`src/rtl/fact_pkg.sv`:
```
// Shared state encoding, default limits and a constant-width helper for the
// round-robin factorial scheduler.
package fact_pkg;

    typedef enum logic [2:0] {
        ST_IDLE,
        ST_CHECK,
        ST_LAUNCH,
        ST_WAIT,
        ST_RESP
    } state_e;

    localparam int DEF_MAX_N   = 12;
    localparam int DEF_TIMEOUT = 64;

    // Ceiling log2; usable in parameter expressions.
    function automatic int clog2(input int value);
        int r;
        r = 0;
        for (int i = 0; i < 31; i++) begin
            if ((1 << i) < value) begin
                r = i + 1;
            end
        end
        return r;
    endfunction

endpackage

```
`src/rtl/rr_arbiter.sv`:
```
// Combinational round-robin picker: the first requester after last_grant wins,
// wrapping around, with last_grant itself considered last.
module rr_arbiter
    import fact_pkg::*;
#(
    parameter int N_REQ = 2,
    parameter int ID_W  = (N_REQ > 1) ? clog2(N_REQ) : 1
) (
    input  logic [N_REQ-1:0] req_i,
    input  logic [ID_W-1:0]  last_grant_i,
    output logic             valid_o,
    output logic [N_REQ-1:0] grant_o,
    output logic [ID_W-1:0]  id_o
);

    logic [ID_W-1:0] idx;

    // NOTE: every variable written here gets a default first so no latch is inferred.
    always_comb begin
        valid_o = 1'b0;
        grant_o = '0;
        id_o    = '0;
        idx     = '0;
        for (int s = 1; s <= N_REQ; s++) begin
            idx = ID_W'((int'(last_grant_i) + s) % N_REQ);
            if (!valid_o && req_i[idx]) begin
                valid_o      = 1'b1;
                grant_o[idx] = 1'b1;
                id_o         = idx;
            end
        end
    end

endmodule

```
`src/rtl/fact_sched.sv`:
```
// Round-robin scheduler sharing one go/done factorial unit between N_REQ
// requesters: arbitrate, range-check, launch, watchdog, and return a tagged response.
module fact_sched
    import fact_pkg::*;
#(
    parameter int  N_REQ   = 2,
    parameter int  N_W     = 4,
    parameter int  RES_W   = 32,
    parameter int  MAX_N   = DEF_MAX_N,
    parameter int  TIMEOUT = DEF_TIMEOUT,
    localparam int ID_W    = (N_REQ > 1) ? clog2(N_REQ) : 1
) (
    input  logic                 clk,
    input  logic                 rst,
    input  logic [N_REQ-1:0]     req,
    input  logic [N_REQ*N_W-1:0] req_n,
    output logic [N_REQ-1:0]     ack,
    output logic                 rsp_valid,
    output logic [ID_W-1:0]      rsp_id,
    output logic [RES_W-1:0]     rsp_result,
    output logic                 rsp_err,
    output logic                 fact_go,
    output logic [N_W-1:0]       fact_n,
    output logic                 fact_clr,
    input  logic                 fact_done,
    input  logic [RES_W-1:0]     fact_result
);

    localparam int TMR_W = (TIMEOUT > 1) ? clog2(TIMEOUT) : 1;

    state_e             state_q, state_d;
    logic [ID_W-1:0]    id_q, id_d;
    logic [N_W-1:0]     n_q, n_d;
    logic [TMR_W-1:0]   timer_q, timer_d;
    logic [ID_W-1:0]    last_grant_q, last_grant_d;
    logic [N_REQ-1:0]   ack_q, ack_d;
    logic               rsp_valid_q, rsp_valid_d;
    logic [ID_W-1:0]    rsp_id_q, rsp_id_d;
    logic [RES_W-1:0]   rsp_result_q, rsp_result_d;
    logic               rsp_err_q, rsp_err_d;
    logic               fact_go_q, fact_go_d;
    logic               fact_clr_q, fact_clr_d;

    logic               arb_valid;
    logic [N_REQ-1:0]   arb_grant;
    logic [ID_W-1:0]    arb_id;
    logic               n_bad;

    rr_arbiter #(
        .N_REQ (N_REQ),
        .ID_W  (ID_W)
    ) u_arb (
        .req_i        (req),
        .last_grant_i (last_grant_q),
        .valid_o      (arb_valid),
        .grant_o      (arb_grant),
        .id_o         (arb_id)
    );

    assign n_bad = 32'(n_q) > 32'(MAX_N);

    always_comb begin
        state_d      = state_q;
        id_d         = id_q;
        n_d          = n_q;
        timer_d      = timer_q;
        last_grant_d = last_grant_q;
        ack_d        = '0;
        rsp_valid_d  = 1'b0;
        rsp_id_d     = '0;
        rsp_result_d = '0;
        rsp_err_d    = 1'b0;
        fact_go_d    = 1'b0;
        fact_clr_d   = 1'b0;

        case (state_q)
            ST_IDLE: begin
                if (arb_valid) begin
                    id_d    = arb_id;
                    n_d     = req_n[int'(arb_id)*N_W +: N_W];
                    ack_d   = arb_grant;
                    state_d = ST_CHECK;
                end
            end
            ST_CHECK: begin
                if (n_bad) begin
                    rsp_valid_d = 1'b1;
                    rsp_id_d    = id_q;
                    rsp_err_d   = 1'b1;
                    state_d     = ST_RESP;
                end else begin
                    fact_go_d = 1'b1;
                    state_d   = ST_LAUNCH;
                end
            end
            ST_LAUNCH: begin
                timer_d = TMR_W'(TIMEOUT - 1);
                state_d = ST_WAIT;
            end
            ST_WAIT: begin
                // A done arriving on the last timer cycle still counts as success.
                if (fact_done) begin
                    rsp_valid_d  = 1'b1;
                    rsp_id_d     = id_q;
                    rsp_result_d = fact_result;
                    state_d      = ST_RESP;
                end else if (timer_q == '0) begin
                    rsp_valid_d = 1'b1;
                    rsp_id_d    = id_q;
                    rsp_err_d   = 1'b1;
                    fact_clr_d  = 1'b1;
                    state_d     = ST_RESP;
                end else begin
                    timer_d = timer_q - TMR_W'(1);
                end
            end
            ST_RESP: begin
                last_grant_d = id_q;
                state_d      = ST_IDLE;
            end
            default: state_d = ST_IDLE;
        endcase
    end

    // NOTE: sequential state uses non-blocking assignments so all registers update together.
    always_ff @(posedge clk or negedge rst) begin
        if (!rst) begin
            state_q      <= ST_IDLE;
            id_q         <= '0;
            n_q          <= '0;
            timer_q      <= '0;
            last_grant_q <= ID_W'(N_REQ - 1);
            ack_q        <= '0;
            rsp_valid_q  <= 1'b0;
            rsp_id_q     <= '0;
            rsp_result_q <= '0;
            rsp_err_q    <= 1'b0;
            fact_go_q    <= 1'b0;
            fact_clr_q   <= 1'b0;
        end else begin
            state_q      <= state_d;
            id_q         <= id_d;
            n_q          <= n_d;
            timer_q      <= timer_d;
            last_grant_q <= last_grant_d;
            ack_q        <= ack_d;
            rsp_valid_q  <= rsp_valid_d;
            rsp_id_q     <= rsp_id_d;
            rsp_result_q <= rsp_result_d;
            rsp_err_q    <= rsp_err_d;
            fact_go_q    <= fact_go_d;
            fact_clr_q   <= fact_clr_d;
        end
    end

    assign ack        = ack_q;
    assign rsp_valid  = rsp_valid_q;
    assign rsp_id     = rsp_id_q;
    assign rsp_result = rsp_result_q;
    assign rsp_err    = rsp_err_q;
    assign fact_go    = fact_go_q;
    assign fact_n     = n_q;
    assign fact_clr   = fact_clr_q;

endmodule

```
`config.mk`:
```
export PLATFORM = sky130hd
export DESIGN_NAME = fact_sched
export DESIGN_NICKNAME = d
export VERILOG_FILES = /design/src/rtl/fact_pkg.sv /design/src/rtl/rr_arbiter.sv /design/src/rtl/fact_sched.sv
export SDC_FILE = /design/constraint.sdc
export NUM_CORES = 1
export LEC_CHECK = 0
export BUFFER_PORTS_ARGS = -buffer_cell sky130_fd_sc_hd__buf_2
export CORE_MARGIN = 2
export CORE_UTILIZATION = 42
export CTS_CLUSTER_DIAMETER = 120
export DETAILED_ROUTE_END_ITERATION = 10
export PLACE_DENSITY_LB_ADDON = 0.1
export SYNTH_ARGS = -nofsm -noshare
export SYNTH_HDL_FRONTEND = slang
export SYNTH_SLANG_ARGS = --single-unit
```
`constraint.sdc`:
```
create_clock -name clk -period 1.7 [get_ports clk]
set_input_delay 0.17 -clock clk [delete_from_list [all_inputs] [get_ports clk]]
set_output_delay 0.17 -clock clk [all_outputs]
set_load 0.005 [all_outputs]
```
After elaboration in Yosys (flattened, before gate mapping)
Index checks and enable logic that the tools add are counted.
{"block": "word_totals", "reg_bits": 54, "in_bits": 45, "out_inout_bits": 43, "word_cells": 79}
{"block": "op_classes", "addsub": 3, "magnitude_cmp": 5, "eq_ne": 8, "n_shift": 1, "mux": 39, "bitwise_logic": 1, "n_reduce_logical": 10}
{"op": "$mux W32", "count": 2}
{"op": "$mux W1", "count": 20}
{"op": "$mux W3", "count": 4}
{"op": "$mux W6", "count": 2}
{"op": "$pmux W3 S4", "count": 1}
{"op": "$pmux W6 S2", "count": 1}
{"op": "$mux W2", "count": 4}
{"op": "$shiftx A8 B4 Y4", "count": 1}
{"op": "$eq A3 B2 Y1 const B", "count": 2}
{"op": "$logic_not A6 Y1", "count": 1}
{"op": "$ne A2 B2 Y1 const B", "count": 3}
{"op": "$pmux W1 S2", "count": 3}
{"op": "$sub A6 B1 Y6 const B", "count": 1}
{"op": "$gt A4 B4 Y1 const B", "count": 1}
{"op": "$lt A1 B2 Y1 const B", "count": 2}
{"op": "$reduce_and A2 Y1", "count": 2}
{"op": "$eq A3 B1 Y1 const B", "count": 1}
{"op": "$eq A3 B3 Y1 const B", "count": 1}
{"op": "$logic_and A1 B1 Y1", "count": 3}
{"op": "$logic_not A3 Y1", "count": 1}
{"op": "$ne A3 B3 Y1 const B", "count": 1}
{"op": "$reduce_and A3 Y1", "count": 1}
{"op": "$add A1 B1 Y1 const B", "count": 2}
{"op": "$demux W1 S1", "count": 2}
{"op": "other kinds (4)", "count": 5}

Longest topological paths before layout
{"block": "depth", "depth_word": 10, "ltp_mapped": 5, "mapped_depth_nobuf": 5}

By module
A second synthesis with hierarchy kept.
{"block": "hier_totals", "hier_cells": 175, "hier_area_um2": 2118.3}
{"mod": "fact_sched", "n_inst": 1, "cells_each": 170, "area_each_um2": 2085.8, "seq_area_each_um2": 1352.5}
{"mod": "rr_arbiter", "n_inst": 1, "cells_each": 5, "area_each_um2": 32.5, "seq_area_each_um2": 0.0}

Worst setup path before layout
OpenSTA, ideal clock, no wires.
{"block": "synth_timing", "path_type": "reg2reg", "start": "register state_q[2]", "end": "register timer_q[3]", "setup_time_ns": 0.087, "arrival_time_ns": 1.500, "t_required_ns": 1.613, "slack_ns": 0.113, "path_stages_with_launch": 4, "n_path_buf": 0, "period_less_slack_ns": 1.587, "path_cell_list": "dfrtp_1 > or4b_4 > or4_1 > o211ai_1"}
{"block": "synth_via", "elab_chain_len": 3, "elab_cells_between_ends": 7, "cone_classes": "eq/ne (4); mux (1); reduce/logical (2)"}
{"element": "from (decl)", "line": "fact_sched.sv:31", "rtl": "state_e state_q, state_d;"}
{"element": "from (signal assigned)", "line": "fact_sched.sv:141", "rtl": "state_q <= state_d;"}
{"element": "$eq A3 B2 Y1", "line": "fact_sched.sv:76", "rtl": "case (state_q)"}
{"element": "$ne A2 B2 Y1 (no source line) or $reduce_bool A2 Y1 (tied branches)"}
{"element": "$reduce_and A3 Y1 (no source line)"}
{"element": "to (signal assigned)", "line": "fact_sched.sv:144", "rtl": "timer_q <= timer_d;"}
{"element": "to (decl)", "line": "fact_sched.sv:34", "rtl": "logic [TMR_W-1:0] timer_q, timer_d;"}
Parallel ways exist; a longest one is shown, timed or not.
A chain may end at the register's enable or synchronous reset.

Worst setup path in the final report
{"block": "layout_timing", "start": "register timer_q[1]", "end": "register timer_q[1]"}
{"block": "layout_via", "elab_chain_len": 4, "elab_cells_between_ends": 7, "cone_classes": "add/sub (1); eq/ne (1); mux (3); reduce/logical (2)"}
{"element": "$sub A6 B1 Y6", "line": "fact_sched.sv:114", "rtl": "timer_d = timer_q - TMR_W'(1);"}
{"element": "$mux W6", "line": "fact_sched.sv:107", "rtl": "end else if (timer_q == '0) begin"}
{"element": "$mux W6", "line": "fact_sched.sv:102", "rtl": "if (fact_done) begin"}
{"element": "$pmux W6 S2", "line": "fact_sched.sv:76"}
Parallel ways exist; a longest one is shown, timed or not. The select of a mux whose other input is x is not followed.

==> flow_metrics.py <==
metrics = {
    "placement": {
        "buffers_added_on_ports": 87,
        "post-place-ws_ns": 0.00237,
        "routabilityCongestion": 0.849,
        "dp_hpwl_um": 2920,
    },
    "finish": {
        "final_net_count": 310,
        "post_route_cells_drive_above_1_share_pct": 45.5,
        "area_growth_syn_to_layout_pct": 32.9,
        "post-route-util_pct": 58.6,
        "antenna_cells_inserted": 0,
    },
    "setup_path": {
        "worst_setup_path_end_kind": "register",
        "critical_path_required_ns": 1.89,
        "path_class": "reg -> reg",
        "crit_slowest_cell": "dfrtp_1",
        "critical_path.n_buffers_inverters": 1,
        "critical_path.startpoint_type": "register",
        "setup.worst_path.start": "timer_q[1]$_DFFE_PN0P_",
        "critical-path-max-stage-delay_ns": 0.38,
        "reg2reg_setup_slack_ns": 0.09,
        "worst_r2r_endpoint": "timer_q[1]$_DFFE_PN0P_",
        "critical_path.max_fanout": 4,
        "cp.depth": 5,
        "reg2reg_depth": 5,
        "critical_path.cell_chain": "inv_1, ha_1, nor2b_1, a211oi_2, mux2_2",
        "critical_path.reg2reg.startpoint": "timer_q[1]$_DFFE_PN0P_",
        "timing.critical_path.arrival_ns": 1.80,
        "critical-path-top-delay-family": "flip-flops",
    },
    "logic_synthesis": {
        "synth-async-reset-ratio_pct": 100,
        "postSynthRegisterBits": 54,
        "dominantRegCellSynth": "dfrtp_1",
        "post_synth_instance_area_sq_um": 2100,
        "synthesis.instances": 165,
        "synthSimpleGateAreaFrac_pct": 20.1,
        "synth.lib_cells_used.distinct": 39,
        "synthAdderAreaFrac_pct": 1.19,
        "main_combinational_cell_family_by_area_after_synthesis": "simple AND/OR/NAND/NOR gates",
        "synth-edff-count": 0,
        "yosysWarningCount": 0,
        "synth_area_per_cell_sq_um": 12.7,
        "multiplexer_fraction_of_the_synthesized_cell_area_pct": 5.85,
        "mappedNetlistNets": 212,
        "synth-compound-area-share_pct": 6.68,
        "seq_area_frac_synth_pct": 64.5,
        "synth_xor_xnor_area_share_pct": 0,
    },
    "timing": {
        "achievable-frequency_mhz": 621,
        "period_needed_ns": 1.61,
        "report.final.hold_viol_count": 0,
        "worst_clock_skew_ns": 0.00488,
        "setup_slack_ns": 0.0903,
        "grt_setup_unrepaired": "yes",
        "fin_hold_ws_ns": 0.0698,
        "max-slew-margin-rel_pct": 73.2,
        "worst-slew-pin-transition_ns": 0.401,
        "drv_slew": 0,
        "report.final.setup_viol": 0,
        "setup_tns_ns": 0,
        "timing.final.crit_share_pct": 94.7,
    },
    "clocking": {
        "clock_tree_from_tritoncts": "yes",
        "post_cts_setup_inserts": 0,
        "clock_tree.root_cell": "clkbuf_8",
        "numCtsBuffers": 5,
        "clk_latency_ns": 0.29,
        "clock_tree.htree_level_count": 2,
        "worst_setup_hold_path_clk_slew_ns": 0.09,
        "clock_sink_count": 54,
        "cts.path.max_buffers": 2,
    },
    "run": {
        "cap_viol_max_count": 0,
    },
    "floorplan": {
        "number_of_rows_created_at_floorplan": 25,
        "pin_count": 88,
        "chipWidth_um": 74.7,
        "floorplan.initialDensity_pct": 44.1,
        "design.core.area_sq_um": 4750,
        "chipHeight_um": 74.7,
        "fp.dieArea_sq_um": 5570,
    },
    "routing": {
        "drt-vias-per-instance": 4.65,
        "wl_per_cell_um": 11.7,
        "drt_drc_violations_left": 0,
        "route.final.wire_length_um": 3870,
        "dr.max_layer_used": "met4",
        "num_vias": 1539,
        "detailroute.wirelength.met2_um": 1910,
        "detailedRoute.firstIterationViolations": 54,
        "drt_pre_antenna_iters": 4,
        "route.antenna.remaining_nets": 0,
        "wl_met3_um": 307,
        "met1Wirelength_um": 1630,
    },
    "grt": {
        "grt_usage_pct": 15.0,
        "grt_pass1_vias": 1458,
        "grt_antenna_before_repair": 0,
        "grt.overflow.total": 0,
        "grt_max_degree": 55,
        "wire_length_of_the_first_global_routing_pass_um": 6270,
    },
    "min_path": {
        "holdCritPathClass": "in -> reg",
        "min_path_cells": 2,
        "min-delay-start": "fact_result[30]",
        "timing.hold.worst_endpoint": "rsp_result[30]$_DFF_PN0_",
    },
    "power": {
        "power.ir.vdd_worst_uv": 740,
        "report.power.total_w": 0.00350,
        "power_density_nw_per_um2": 1260,
        "leak_pwr_nw": 1.49,
    },
    "status": {
        "run_status": "finished clean",
    },
}
[sequential cells by signal, indices dropped and copies added, names as in the netlist]
register	count
rsp_result	32
timer_q	6
fact_n	4
state_q	3
ack	2
fact_clr	1
fact_go	1
id_q	1
last_grant_q	1
rsp_err	1
rsp_id	1
rsp_valid	1
[layout make-up]
type,instances,area (sq um)
multi-input combinational,102,721
timing repair buffer,96,518
clock buffer,6,82.6
sequential,54,1350
fill,419,1970
clock inverter,2,12.5
tap,67,83.8
inverter,4,15.0
[Yosys cell counts (2+ instances only)]
cell       n  area [sq um]
mux2_2    10           113
inv_1      4          15.0
and2_1    33           206
o21ai_0    2          10.0
nand2b_1   7          43.8
dfrtp_1   53          1330
and3_1     2          12.5
ha_1       2          25.0
nor4_1     2          12.5
o211ai_1   2          15.0
or3_1      2          12.5
clkbuf_1   4          15.0
nor3_1     7          35.0
nor2_1     8          30.0
nand2_1    3          11.3
[worst max path at each step]
stage                        endpoint  slack (ns)
2_1_floorplan  timer_q[3]$_DFFE_PN0P_        0.11
3_3_place_gp   timer_q[1]$_DFFE_PN0P_        0.05
3_5_place_dp   timer_q[1]$_DFFE_PN0P_       0.002
4_1_cts        timer_q[3]$_DFFE_PN0P_        0.07
5_1_grt              rsp_id$_DFF_PN0_      -0.002
6_report       timer_q[1]$_DFFE_PN0P_        0.09
[cells in the final DEF, fill, tap and decap left out, drive strengths merged, types with 2 or more instances in the layout]
master / n
o211ai: 2
nand2b: 7
nor2: 8
nand2: 3
clkbuf: 6
ha: 2
nor4: 2
or3: 2
buf: 95
dfrtp: 53
and2: 33
and3: 2
nor3: 7
mux2: 10
o21ai: 2
inv: 4
[through the flow]
step           instances  area, sq um
2_1_floorplan        165         2100
3_3_place_gp         322         2670
3_5_place_dp         322         2670
4_1_cts              331         2780
5_1_grt              331         2790
6_report             331         2790
[report_power, final]
part           internal [W]  switching (W)
combinational      0.000563       0.000523
sequential          0.00156       0.000142
clock              0.000328       0.000382
[logic make-up (layout without fill, tap and decap cells)]
logic type,count (synthesis),in the layout
and+or+nand+nor,71,71
DFF,54,54
adders and majority gates,2,2
muxes,11,11
buffers and inverters,9,108
AOI/OAI and AO/OA,18,18
[metal layers]
layer / GRT usage, % / vias up
li1: - / 753
met1: 17.6 / 736
met2: 24.4 / 48
met3: 6.83 / 2
met4: 5.36 / 0
met5: 0 / -
[repair_timing]
action,in CTS,in global routing
resized for setup,1,2
endpoints found under the hold margin,53,0
hold buffers,1,0
endpoints found under the setup margin,1,3
gates cloned,0,0
(Power assumes the default switching activity.)
